File: config.mk
export PLATFORM = sky130hd
export DESIGN_NAME = display_timing_flat
export DESIGN_NICKNAME = d
export VERILOG_FILES = /design/src/rtl/display_timing_pkg.sv /design/src/rtl/display_timing_if.sv /design/src/rtl/display_timing_sig.sv /design/src/rtl/display_timing.sv /design/src/flat_wrapper.sv
export SDC_FILE = /design/constraint.sdc
export NUM_CORES = 1
export LEC_CHECK = 0
export ABC_AREA = 1
export CAP_MARGIN = 10
export CORE_MARGIN = 4
export CORE_UTILIZATION = 30
export CTS_CLUSTER_DIAMETER = 40
export DETAILED_ROUTE_END_ITERATION = 7
export SYNTH_ARGS = -nofsm -noshare
export SYNTH_HDL_FRONTEND = slang
export SYNTH_SLANG_ARGS = --single-unit
File: constraint.sdc
create_clock -name clk_pix -period 2.4 [get_ports clk_pix]
set_input_delay 0.36 -clock clk_pix [delete_from_list [all_inputs] [get_ports clk_pix]]
set_output_delay 0.36 -clock clk_pix [all_outputs]
set_load 0.01 [all_outputs]
File: src/rtl/display_timing_pkg.sv
// Shared 480p60 raster constants and coordinate type for the timing generator and paint blocks.
// Constants only; no logic, no latency.
package display_pkg;

   localparam int CORDW = 16;
   typedef logic signed [CORDW-1:0] coord_t;

   localparam int   H_RES  = 640;
   localparam int   V_RES  = 480;
   localparam int   H_FP   = 16;
   localparam int   H_SYNC = 96;
   localparam int   H_BP   = 48;
   localparam int   V_FP   = 10;
   localparam int   V_SYNC = 2;
   localparam int   V_BP   = 33;
   localparam logic H_POL  = 1'b0;
   localparam logic V_POL  = 1'b0;

   function automatic logic in_span(input coord_t v, input coord_t lo, input coord_t hi);
      return (v >= lo) && (v <= hi);
   endfunction

endpackage

File: src/rtl/display_timing_if.sv
// Raster timing bundle: coordinates, strobes, syncs and their delayed copies.
// Pure wiring; the generator drives through master, paint/output stages read through slave.
interface display_timing_if;
   import display_pkg::*;

   coord_t      sx;
   coord_t      sy;
   logic        line;
   logic        frame;
   logic        de;
   logic        hsync;
   logic        vsync;
   logic        hsync_d;
   logic        vsync_d;
   logic        de_d;
   logic [15:0] frame_cnt;

   modport master (output sx, sy, line, frame, de, hsync, vsync, hsync_d, vsync_d, de_d, frame_cnt);
   modport slave  (input  sx, sy, line, frame, de, hsync, vsync, hsync_d, vsync_d, de_d, frame_cnt);

endinterface

File: src/rtl/display_timing_sig.sv
// Fixed-depth shift register with async active-low reset; DEPTH=0 degenerates to a wire.
// Latency DEPTH cycles; no backpressure, data advances every clock.
module sig_delay #(
   parameter int               WIDTH   = 1,
   parameter int               DEPTH   = 1,
   parameter logic [WIDTH-1:0] RST_VAL = '0
) (
   input  logic             i_clk,
   input  logic             i_rst_n,
   input  logic [WIDTH-1:0] i_dat,
   output logic [WIDTH-1:0] o_dat
);

   if (DEPTH == 0) begin : g_wire
      assign o_dat = i_dat;
   end else begin : g_pipe
      logic [WIDTH-1:0] r_stage [DEPTH];

      always_ff @(posedge i_clk or negedge i_rst_n) begin
         if (!i_rst_n) begin
            for (int i = 0; i < DEPTH; i++) r_stage[i] <= RST_VAL;
         end else begin
            r_stage[0] <= i_dat;
            for (int i = 1; i < DEPTH; i++) r_stage[i] <= r_stage[i-1];
         end
      end

      assign o_dat = r_stage[DEPTH-1];
   end

endmodule

File: src/rtl/display_timing.sv
// Pixel-clock raster generator: signed sx/sy, line/frame strobes, DE, syncs and delayed sync/DE copies.
// All outputs registered off the next-position decode; free-running, no backpressure.
module display_timing #(
   parameter int   CORDW    = display_pkg::CORDW,
   parameter int   H_RES    = display_pkg::H_RES,
   parameter int   V_RES    = display_pkg::V_RES,
   parameter int   H_FP     = display_pkg::H_FP,
   parameter int   H_SYNC   = display_pkg::H_SYNC,
   parameter int   H_BP     = display_pkg::H_BP,
   parameter int   V_FP     = display_pkg::V_FP,
   parameter int   V_SYNC   = display_pkg::V_SYNC,
   parameter int   V_BP     = display_pkg::V_BP,
   parameter logic H_POL    = display_pkg::H_POL,
   parameter logic V_POL    = display_pkg::V_POL,
   parameter int   SYNC_DLY = 1
) (
   input  logic                    clk_pix,
   input  logic                    rst_pix_n,
   display_timing_if.master        o_tim
);

   typedef display_pkg::coord_t coord_t;

   localparam coord_t H_STA  = coord_t'(-(H_FP + H_SYNC + H_BP));
   localparam coord_t V_STA  = coord_t'(-(V_FP + V_SYNC + V_BP));
   localparam coord_t HS_STA = coord_t'(-(H_SYNC + H_BP));
   localparam coord_t HS_END = coord_t'(-H_BP - 1);
   localparam coord_t VS_STA = coord_t'(-(V_SYNC + V_BP));
   localparam coord_t VS_END = coord_t'(-V_BP - 1);
   localparam coord_t H_LAST = coord_t'(H_RES - 1);
   localparam coord_t V_LAST = coord_t'(V_RES - 1);
   localparam coord_t ZERO   = coord_t'(0);

   if (SYNC_DLY < 0 || SYNC_DLY > 8 || H_FP == 0 || H_SYNC == 0 || H_BP == 0 ||
       V_FP == 0 || V_SYNC == 0 || V_BP == 0 || CORDW != display_pkg::CORDW) begin : g_bad_param
      $error("display_timing: illegal timing parameters");
   end

   coord_t      r_sx, r_sy;
   logic        r_line, r_frame, r_de, r_hsync, r_vsync;
   logic [15:0] r_frame_cnt;
   coord_t      w_sx_nxt, w_sy_nxt;
   logic        w_frame_nxt;
   logic [2:0]  w_sync_d;

   always_comb begin
      w_sx_nxt = r_sx + coord_t'(1);
      w_sy_nxt = r_sy;
      if (r_sx == H_LAST) begin
         w_sx_nxt = H_STA;
         w_sy_nxt = (r_sy == V_LAST) ? V_STA : r_sy + coord_t'(1);
      end
   end

   assign w_frame_nxt = (w_sx_nxt == H_STA) && (w_sy_nxt == V_STA);

   // Everything is decoded from the next position so every output describes the same pixel as sx/sy.
   always_ff @(posedge clk_pix or negedge rst_pix_n) begin
      if (!rst_pix_n) begin
         r_sx        <= H_STA;
         r_sy        <= V_STA;
         r_line      <= 1'b0;
         r_frame     <= 1'b0;
         r_de        <= 1'b0;
         r_hsync     <= ~H_POL;
         r_vsync     <= ~V_POL;
         r_frame_cnt <= '0;
      end else begin
         r_sx    <= w_sx_nxt;
         r_sy    <= w_sy_nxt;
         r_line  <= (w_sx_nxt == H_STA);
         r_frame <= w_frame_nxt;
         r_de    <= display_pkg::in_span(w_sx_nxt, ZERO, H_LAST) &&
                    display_pkg::in_span(w_sy_nxt, ZERO, V_LAST);
         r_hsync <= display_pkg::in_span(w_sx_nxt, HS_STA, HS_END) ? H_POL : ~H_POL;
         r_vsync <= display_pkg::in_span(w_sy_nxt, VS_STA, VS_END) ? V_POL : ~V_POL;
         if (w_frame_nxt) r_frame_cnt <= r_frame_cnt + 16'd1;
      end
   end

   sig_delay #(
      .WIDTH   (3),
      .DEPTH   (SYNC_DLY),
      .RST_VAL ({~H_POL, ~V_POL, 1'b0})
   ) u_sync_dly (
      .i_clk   (clk_pix),
      .i_rst_n (rst_pix_n),
      .i_dat   ({r_hsync, r_vsync, r_de}),
      .o_dat   (w_sync_d)
   );

   assign o_tim.sx        = r_sx;
   assign o_tim.sy        = r_sy;
   assign o_tim.line      = r_line;
   assign o_tim.frame     = r_frame;
   assign o_tim.de        = r_de;
   assign o_tim.hsync     = r_hsync;
   assign o_tim.vsync     = r_vsync;
   assign o_tim.hsync_d   = w_sync_d[2];
   assign o_tim.vsync_d   = w_sync_d[1];
   assign o_tim.de_d      = w_sync_d[0];
   assign o_tim.frame_cnt = r_frame_cnt;

endmodule

File: src/flat_wrapper.sv
// flat-port wrapper written by rule: the top's interface ports become plain ports
module display_timing_flat 
#(
   parameter int   CORDW    = display_pkg::CORDW,
   parameter int   H_RES    = display_pkg::H_RES,
   parameter int   V_RES    = display_pkg::V_RES,
   parameter int   H_FP     = display_pkg::H_FP,
   parameter int   H_SYNC   = display_pkg::H_SYNC,
   parameter int   H_BP     = display_pkg::H_BP,
   parameter int   V_FP     = display_pkg::V_FP,
   parameter int   V_SYNC   = display_pkg::V_SYNC,
   parameter int   V_BP     = display_pkg::V_BP,
   parameter logic H_POL    = display_pkg::H_POL,
   parameter logic V_POL    = display_pkg::V_POL,
   parameter int   SYNC_DLY = 1
)
  (clk_pix, rst_pix_n, o_tim_sx, o_tim_sy, o_tim_line, o_tim_frame, o_tim_de, o_tim_hsync, o_tim_vsync, o_tim_hsync_d, o_tim_vsync_d, o_tim_de_d, o_tim_frame_cnt);
  display_timing_if o_tim_i ();
  input  logic clk_pix;
  input  logic rst_pix_n;
  output wire logic [$bits(o_tim_i.sx)-1:0] o_tim_sx;
  output wire logic [$bits(o_tim_i.sy)-1:0] o_tim_sy;
  output wire logic [$bits(o_tim_i.line)-1:0] o_tim_line;
  output wire logic [$bits(o_tim_i.frame)-1:0] o_tim_frame;
  output wire logic [$bits(o_tim_i.de)-1:0] o_tim_de;
  output wire logic [$bits(o_tim_i.hsync)-1:0] o_tim_hsync;
  output wire logic [$bits(o_tim_i.vsync)-1:0] o_tim_vsync;
  output wire logic [$bits(o_tim_i.hsync_d)-1:0] o_tim_hsync_d;
  output wire logic [$bits(o_tim_i.vsync_d)-1:0] o_tim_vsync_d;
  output wire logic [$bits(o_tim_i.de_d)-1:0] o_tim_de_d;
  output wire logic [$bits(o_tim_i.frame_cnt)-1:0] o_tim_frame_cnt;
  assign o_tim_sx = o_tim_i.sx;
  assign o_tim_sy = o_tim_i.sy;
  assign o_tim_line = o_tim_i.line;
  assign o_tim_frame = o_tim_i.frame;
  assign o_tim_de = o_tim_i.de;
  assign o_tim_hsync = o_tim_i.hsync;
  assign o_tim_vsync = o_tim_i.vsync;
  assign o_tim_hsync_d = o_tim_i.hsync_d;
  assign o_tim_vsync_d = o_tim_i.vsync_d;
  assign o_tim_de_d = o_tim_i.de_d;
  assign o_tim_frame_cnt = o_tim_i.frame_cnt;
  display_timing #(.CORDW(CORDW), .H_RES(H_RES), .V_RES(V_RES), .H_FP(H_FP), .H_SYNC(H_SYNC), .H_BP(H_BP), .V_FP(V_FP), .V_SYNC(V_SYNC), .V_BP(V_BP), .H_POL(H_POL), .V_POL(V_POL), .SYNC_DLY(SYNC_DLY)) u_core (.clk_pix(clk_pix), .rst_pix_n(rst_pix_n), .o_tim(o_tim_i));
endmodule
; After elaboration in Yosys (flattened, before gate mapping)
; Index checks and enable logic that the tools add are counted.
[totals]
input_bits = 2
regBits = 56
out_inout_bits = 56
word_cells = 35
[classes]
addsub = 3
n_lt_le_gt_ge = 8
n_reduce_logical = 6
muxes = 5
eq_ne = 4
[op_table]
columns = cell, n
row1 = $mux W16, 3
row2 = $add A16 B2 Y16 const B, 2
row3 = $ge A16 B1 Y1 const B, 2
row4 = $le A16 B7 Y1 const B, 2
row5 = $add A16 B1 Y16 const B, 1
row6 = $eq A16 B10 Y1 const B, 1
row7 = $eq A16 B11 Y1 const B, 1
row8 = $eq A16 B7 Y1 const B, 1
row9 = $eq A16 B9 Y1 const B, 1
row10 = $ge A16 B7 Y1 const B, 1
row11 = $ge A16 B9 Y1 const B, 1
row12 = $le A16 B10 Y1 const B, 1
row13 = $le A16 B11 Y1 const B, 1
row14 = $logic_and A1 B1 Y1, 6
row15 = $mux W1, 2

; Longest topological paths before layout
; Gate-level depths: netlist of the first run.
[depth]
ltp_word = 6
ltp_mapped = 18
mapped_depth_nobuf = 16

; By module
; From an unflattened synthesis of the first run, not the netlist that was laid out.
[unflattened]
cells_unflattened = 525
hier_area_um2 = 3691.0
[modules_own_cells]
columns = mod, instances, cells_per_inst, area_per_inst_um2
row1 = display_timing, 1, 522, 3613.5
row2 = sig_delay, 1, 3, 77.6

; Worst setup path after synthesis of the first run
; Ideal clock, no wire load.
[synth_path]
path_type = register to register
from = register u_core.r_sy[0], in the netlist u_core.o_tim.sy[0]
to = register u_core.r_frame_cnt[5], in the netlist u_core.o_tim.frame_cnt[5]
slack_ns = 0.123
required_time_ns = 2.283
arrival_ns = 2.160
stages_incl_launch_ff = 14
setup_time_ns = 0.117
path_cell_list = dfstp_2 -> ha_1 -> nand3_1 -> nor2_1 -> nand4_1 -> nand3_1 -> nand2_1 -> nand2_1 -> nand2_1 -> nor2_2 -> nand4_4 -> buf_6 -> nand2_1 -> nand2_1
[synth_via]
elab_chain_cells = 5
word_cells_on_any_way = 6
cone_classes = add/sub: 1 / eq/ne: 2 / mux: 2 / reduce/logical: 1
[synth_rtl]
columns = item, line_no
row1 = "start, declared", display_timing.sv:39  ; coord_t r_sx, r_sy;
row2 = "start signal, assigned", display_timing.sv:70  ; r_sy <= w_sy_nxt;
row3 = $add A16 B2 Y16 or $eq A16 B10 Y1 (tied branches), display_timing.sv:51  ; w_sy_nxt = (r_sy == V_LAST) ? V_STA : r_sy + coord_t'(1);
row4 = $mux W16 *, display_timing.sv:51
row5 = $mux W16 *, display_timing.sv:49  ; if (r_sx == H_LAST) begin
row6 = net u_core.w_sy_nxt[14], display_timing.sv:42  ; coord_t w_sx_nxt, w_sy_nxt;
row7 = $eq A16 B7 Y1 *, display_timing.sv:55  ; assign w_frame_nxt = (w_sx_nxt == H_STA) && (w_sy_nxt == V_STA);
row8 = $logic_and A1 B1 Y1 *, display_timing.sv:55
row9 = "end signal, assigned", display_timing.sv:77  ; if (w_frame_nxt) r_frame_cnt <= r_frame_cnt + 16'd1;
row10 = "end, declared", display_timing.sv:41  ; logic [15:0] r_frame_cnt;
; Mark *: on every way through the listed nets, which the timed path passes. The rest lies on a longest branch.
; A chain may end at the register's enable or synchronous reset.

; Worst setup path after layout of the first run
[layout_path]
from = register u_core.r_sx[6], in the netlist u_core.o_tim.sx[6]
to = register u_core.r_frame_cnt[5], in the netlist u_core.o_tim.frame_cnt[5]
[layout_via]
elab_chain_cells = 4
word_cells_on_any_way = 7
cone_classes = add/sub: 1 / eq/ne: 3 / mux: 2 / reduce/logical: 1
[layout_rtl]
columns = item, line_no
row1 = "start, declared", display_timing.sv:39
row2 = "start signal, assigned", display_timing.sv:69  ; r_sx <= w_sx_nxt;
row3 = $add A16 B2 Y16 or $eq A16 B11 Y1 (tied branches), "display_timing.sv:47, display_timing.sv:49"
row4 = $mux W16 *, display_timing.sv:49
row5 = net u_core.w_sx_nxt[11], display_timing.sv:42
row6 = $eq A16 B9 Y1 *, display_timing.sv:55
row7 = $logic_and A1 B1 Y1 *, display_timing.sv:55
; Marked as above.

==> impl_metrics.yaml, run 1 <==
outcome:
  outcome: "finished, final reports clean"
final_layout:
  fill_cells: 1167
  final_common_cell: "nand2_1"
  instances_no_fill: 771
  fin_nets: 629
  final_area_mm2: 0.005355
  fin_util_pct: 44.77
  n_antenna_cell: 0
  final_cell_mix: "nand2_1, clkdlybuf4s50_1, nand3_1"
  drive_gt1_share_pct: 33.17
  regArea_mm2: 0.001435
  area_delta_synth_final_pct: 46.58
  multiInputGateArea_mm2: 0.002336
power:
  power.leakage_uw: 0.002403
  vdd_drop_max_mv: 0.3025
  cellPowerDensity_mw_per_mm2: 325.6
setup_path:
  worstSetupEndpointType: "flip-flop"
  slowest_stage: "dfstp_2"
  r2r-start: "u_core.o_tim.sx[6]"
  crit_path_max_fanout: 15
  critPathMaxStageDelay_ns: 0.57
  regToRegEndpoint: "u_core.o_tim.frame_cnt[5]"
  worstSetupStartpointType: "flip-flop"
  crit_arrival_ns: 2.59
  path_delay_family: "simple AND/OR/NAND/NOR gates"
  cp_num_buf_inv: 3
  regToRegSetupSlack_ns: 0.05
  rr_worst_depth: 14
  required_ns: 2.64
  timing_worst_setup_path_type: "flip-flop to flip-flop"
  crit_chain: "inv_2, nor2_4, buf_6, nand3_1, nor2_2, nand2_2, nand3_2, nand2_1, nor2_4, nand2_4, nor2_8, buf_4, nand3_1, nand2_1"
timing:
  finalHoldViolations: 0
  setup_viol: 0
  worstMarginPinSlew_ns: 0.5972
  min_period_ns: 2.351
  skew_ns: 0.005504
  rsz0062_at_grt: "true"
  report.final.slew_viol_count: 0
  post-route-period-util_pct: 97.97
  fin_ws_ns: 0.04877
  fmax_mhz: 425.3
  relSlewSlack_pct: 60.19
  tns_ns: 0
global_route:
  overflow: 0
  antenna_found_initial: 0
  first_global_vias: 3572
  grtUsageTotal_pct: 14.90
  grt_pass1_wl_mm: 17.53
  grt_max_degree: 34
clock_tree:
  postCtsHoldBufs: 0
  cts-buffers-inserted: 5
  clkSlewWorstSetupHoldPaths_ns: 0.08
  tritoncts: "built"
  cts.sinks: 56
  clockBufferDepth: 2
  cts_max_level: 2
  clock_latency_ns: 0.29
  cts_root_buffer: "clkbuf_16"
routing:
  routed-via-count: 3779
  routed_wl_mm: 11.28
  drc: 0
  drt-initial-drc-count: 223
  ant_nets: 0
  drtPass1Iterations: 5
  via_per_inst: 4.901
  wl_per_cell_um: 14.63
floorplanning:
  die_h_um: 118.4
  io_pins: 58
  start_util_pct: 30.54
  rows: 40
  die_area_mm2: 0.01401
  core_mm2: 0.01196
  fp.dieW_um: 118.4
synthesis:
  synth-seq-area-share_pct: 39.28
  ys_warn_count: 0
  synth_ff_type: "dfrtp_1"
  syn_nets: 512
  synth_edf_count: 0
  synth_cells: 506
  synth_seq_cells: 56
  synthArstFlopShare_pct: 100.0
  yosys.cell_types.count: 32
  syn_area_per_cell_um2: 7.220
  synth_area_mm2: 0.003654
place:
  gp_routability_congestion: 0.9024
  place_ws_ns: -0.1882
  place_area_mm2: 0.004618
  dpl.cell_count: 737
  dp_hpwl_mm: 7.891
  portBuffers: 57
run:
  cap_viol_max_count: 0
min_path:
  hold_path_class: "input pin to async pin"
==> state kept, by name, summed over array words and instances, names as in the netlist <==
name                     flops
u_core.o_tim.sy             16
u_core.o_tim.frame_cnt      16
u_core.o_tim.sx             16
u_core.o_tim.line            1
u_core.o_tim.de              1
u_core.u_sync_dly.o_dat      3
u_core.o_tim.frame           1
u_core.o_tim.hsync           1
u_core.o_tim.vsync           1
==> through the flow <==
| step | total power (µW) | hold slack [ns] |
|---|---|---|
| global route | 1796 | 0.1119 |
| global placement | 986.5 | 0.3597 |
| CTS | 1762 | 0.08541 |
| finish | 1744 | 0.06939 |
| floorplan | 962.2 | 0.06441 |
| detailed placement | 986.4 | 0.3576 |
==> timing repair <==
action                     in CTS  in global routing
cloned                          0                  3
setup buffers                   0                 23
setup endpoints to repair      17                 17
gates resized for setup         6                 94
pin swaps                       1                 44
==> layer usage <==
metal / wire [µm] / vias up / global-route usage (%)
met3: 362 / 19 / 2.105
met1: 5035 / 1830 / 19.27
met2: 5647 / 80 / 25.69
met5: 0 / - / 0
met4: 238 / 0 / 4.615
li1: - / 1850 / -
==> cell families (layout without fill, tap and decap cells) <==
kind of cell | Yosys count | in the layout | share of synthesized area, %
and+or+nand+nor | 354 | 357 | 45.24
buffers and inverters | 62 | 177 | 7.431
DFF | 56 | 56 | 39.28
xor gates and xnor gates | 23 | 23 | 5.514
AOI/OAI and AO/OA | 7 | 7 | 1.164
adders and majority gates | 4 | 4 | 1.370
==> cell type report <==
cell class / instances / area share, %
clock inverter: 2 / 0.2570
sequential: 56 / 26.80
inverter: 55 / 3.855
timing repair buffer: 114 / 19.44
multi-input combinational: 391 / 43.62
clock buffer: 6 / 2.593
tap: 147 / 3.435
==> worst max-delay path by stage <==
stage	start	cells after the start	endpoint	slack, ns
global placement	u_core.o_tim.sy[0]	12	u_core.o_tim.frame_cnt[0]	-0.17
detailed placement	u_core.o_tim.sy[0]	12	u_core.o_tim.frame_cnt[12]	-0.19
floorplan	u_core.o_tim.sy[0]	13	u_core.o_tim.frame_cnt[5]	0.12
finish	u_core.o_tim.sx[6]	14	u_core.o_tim.frame_cnt[5]	0.05
CTS	u_core.o_tim.sy[0]	13	u_core.o_tim.frame_cnt[3]	0.002
global route	u_core.o_tim.sx[6]	14	u_core.o_tim.frame_cnt[15]	-0.08
==> where the power goes <==
group	switching [µW]	leakage, µW	internal, µW
registers	0	0.000665	945
logic	19.1	0.00166	3.86
clock network	357	0.0000772	419
total	376	0.00240	1370
==> Yosys cell counts (2+ instances only) <==
library cell / count / area [µm²]
dfrtp_1: 29 / 725.7
nor2_2: 11 / 68.82
ha_1: 4 / 50.05
inv_2: 7 / 26.28
dfstp_2: 27 / 709.4
nor2_4: 7 / 78.83
nand3b_1: 2 / 15.01
nand2_2: 11 / 68.82
nand3_1: 69 / 345.3
buf_6: 5 / 56.30
nor4_1: 3 / 18.77
inv_1: 48 / 180.2
xnor2_1: 7 / 61.31
xor2_1: 16 / 140.1
nor2_1: 65 / 244.0
nand4_1: 13 / 81.33
nand2_1: 160 / 600.6
nor2_8: 2 / 40.04
nor3_1: 4 / 20.02
nand3_2: 2 / 20.02
o21ai_0: 3 / 15.01
No activity file was read; power rests on OpenSTA's default activity.
==> run 2, diff against run 1 <==
Settings changed: SLEW_MARGIN from default to 20.
==> results of run 2 <==
Final layout, timing and power as in run 1 (identical DEF).
==> run 3, diff against run 2 <==
Settings changed: CTS_CLUSTER_SIZE from default to 8.
==> results of run 3 <==
Final layout, timing and power as in run 1 (identical DEF).
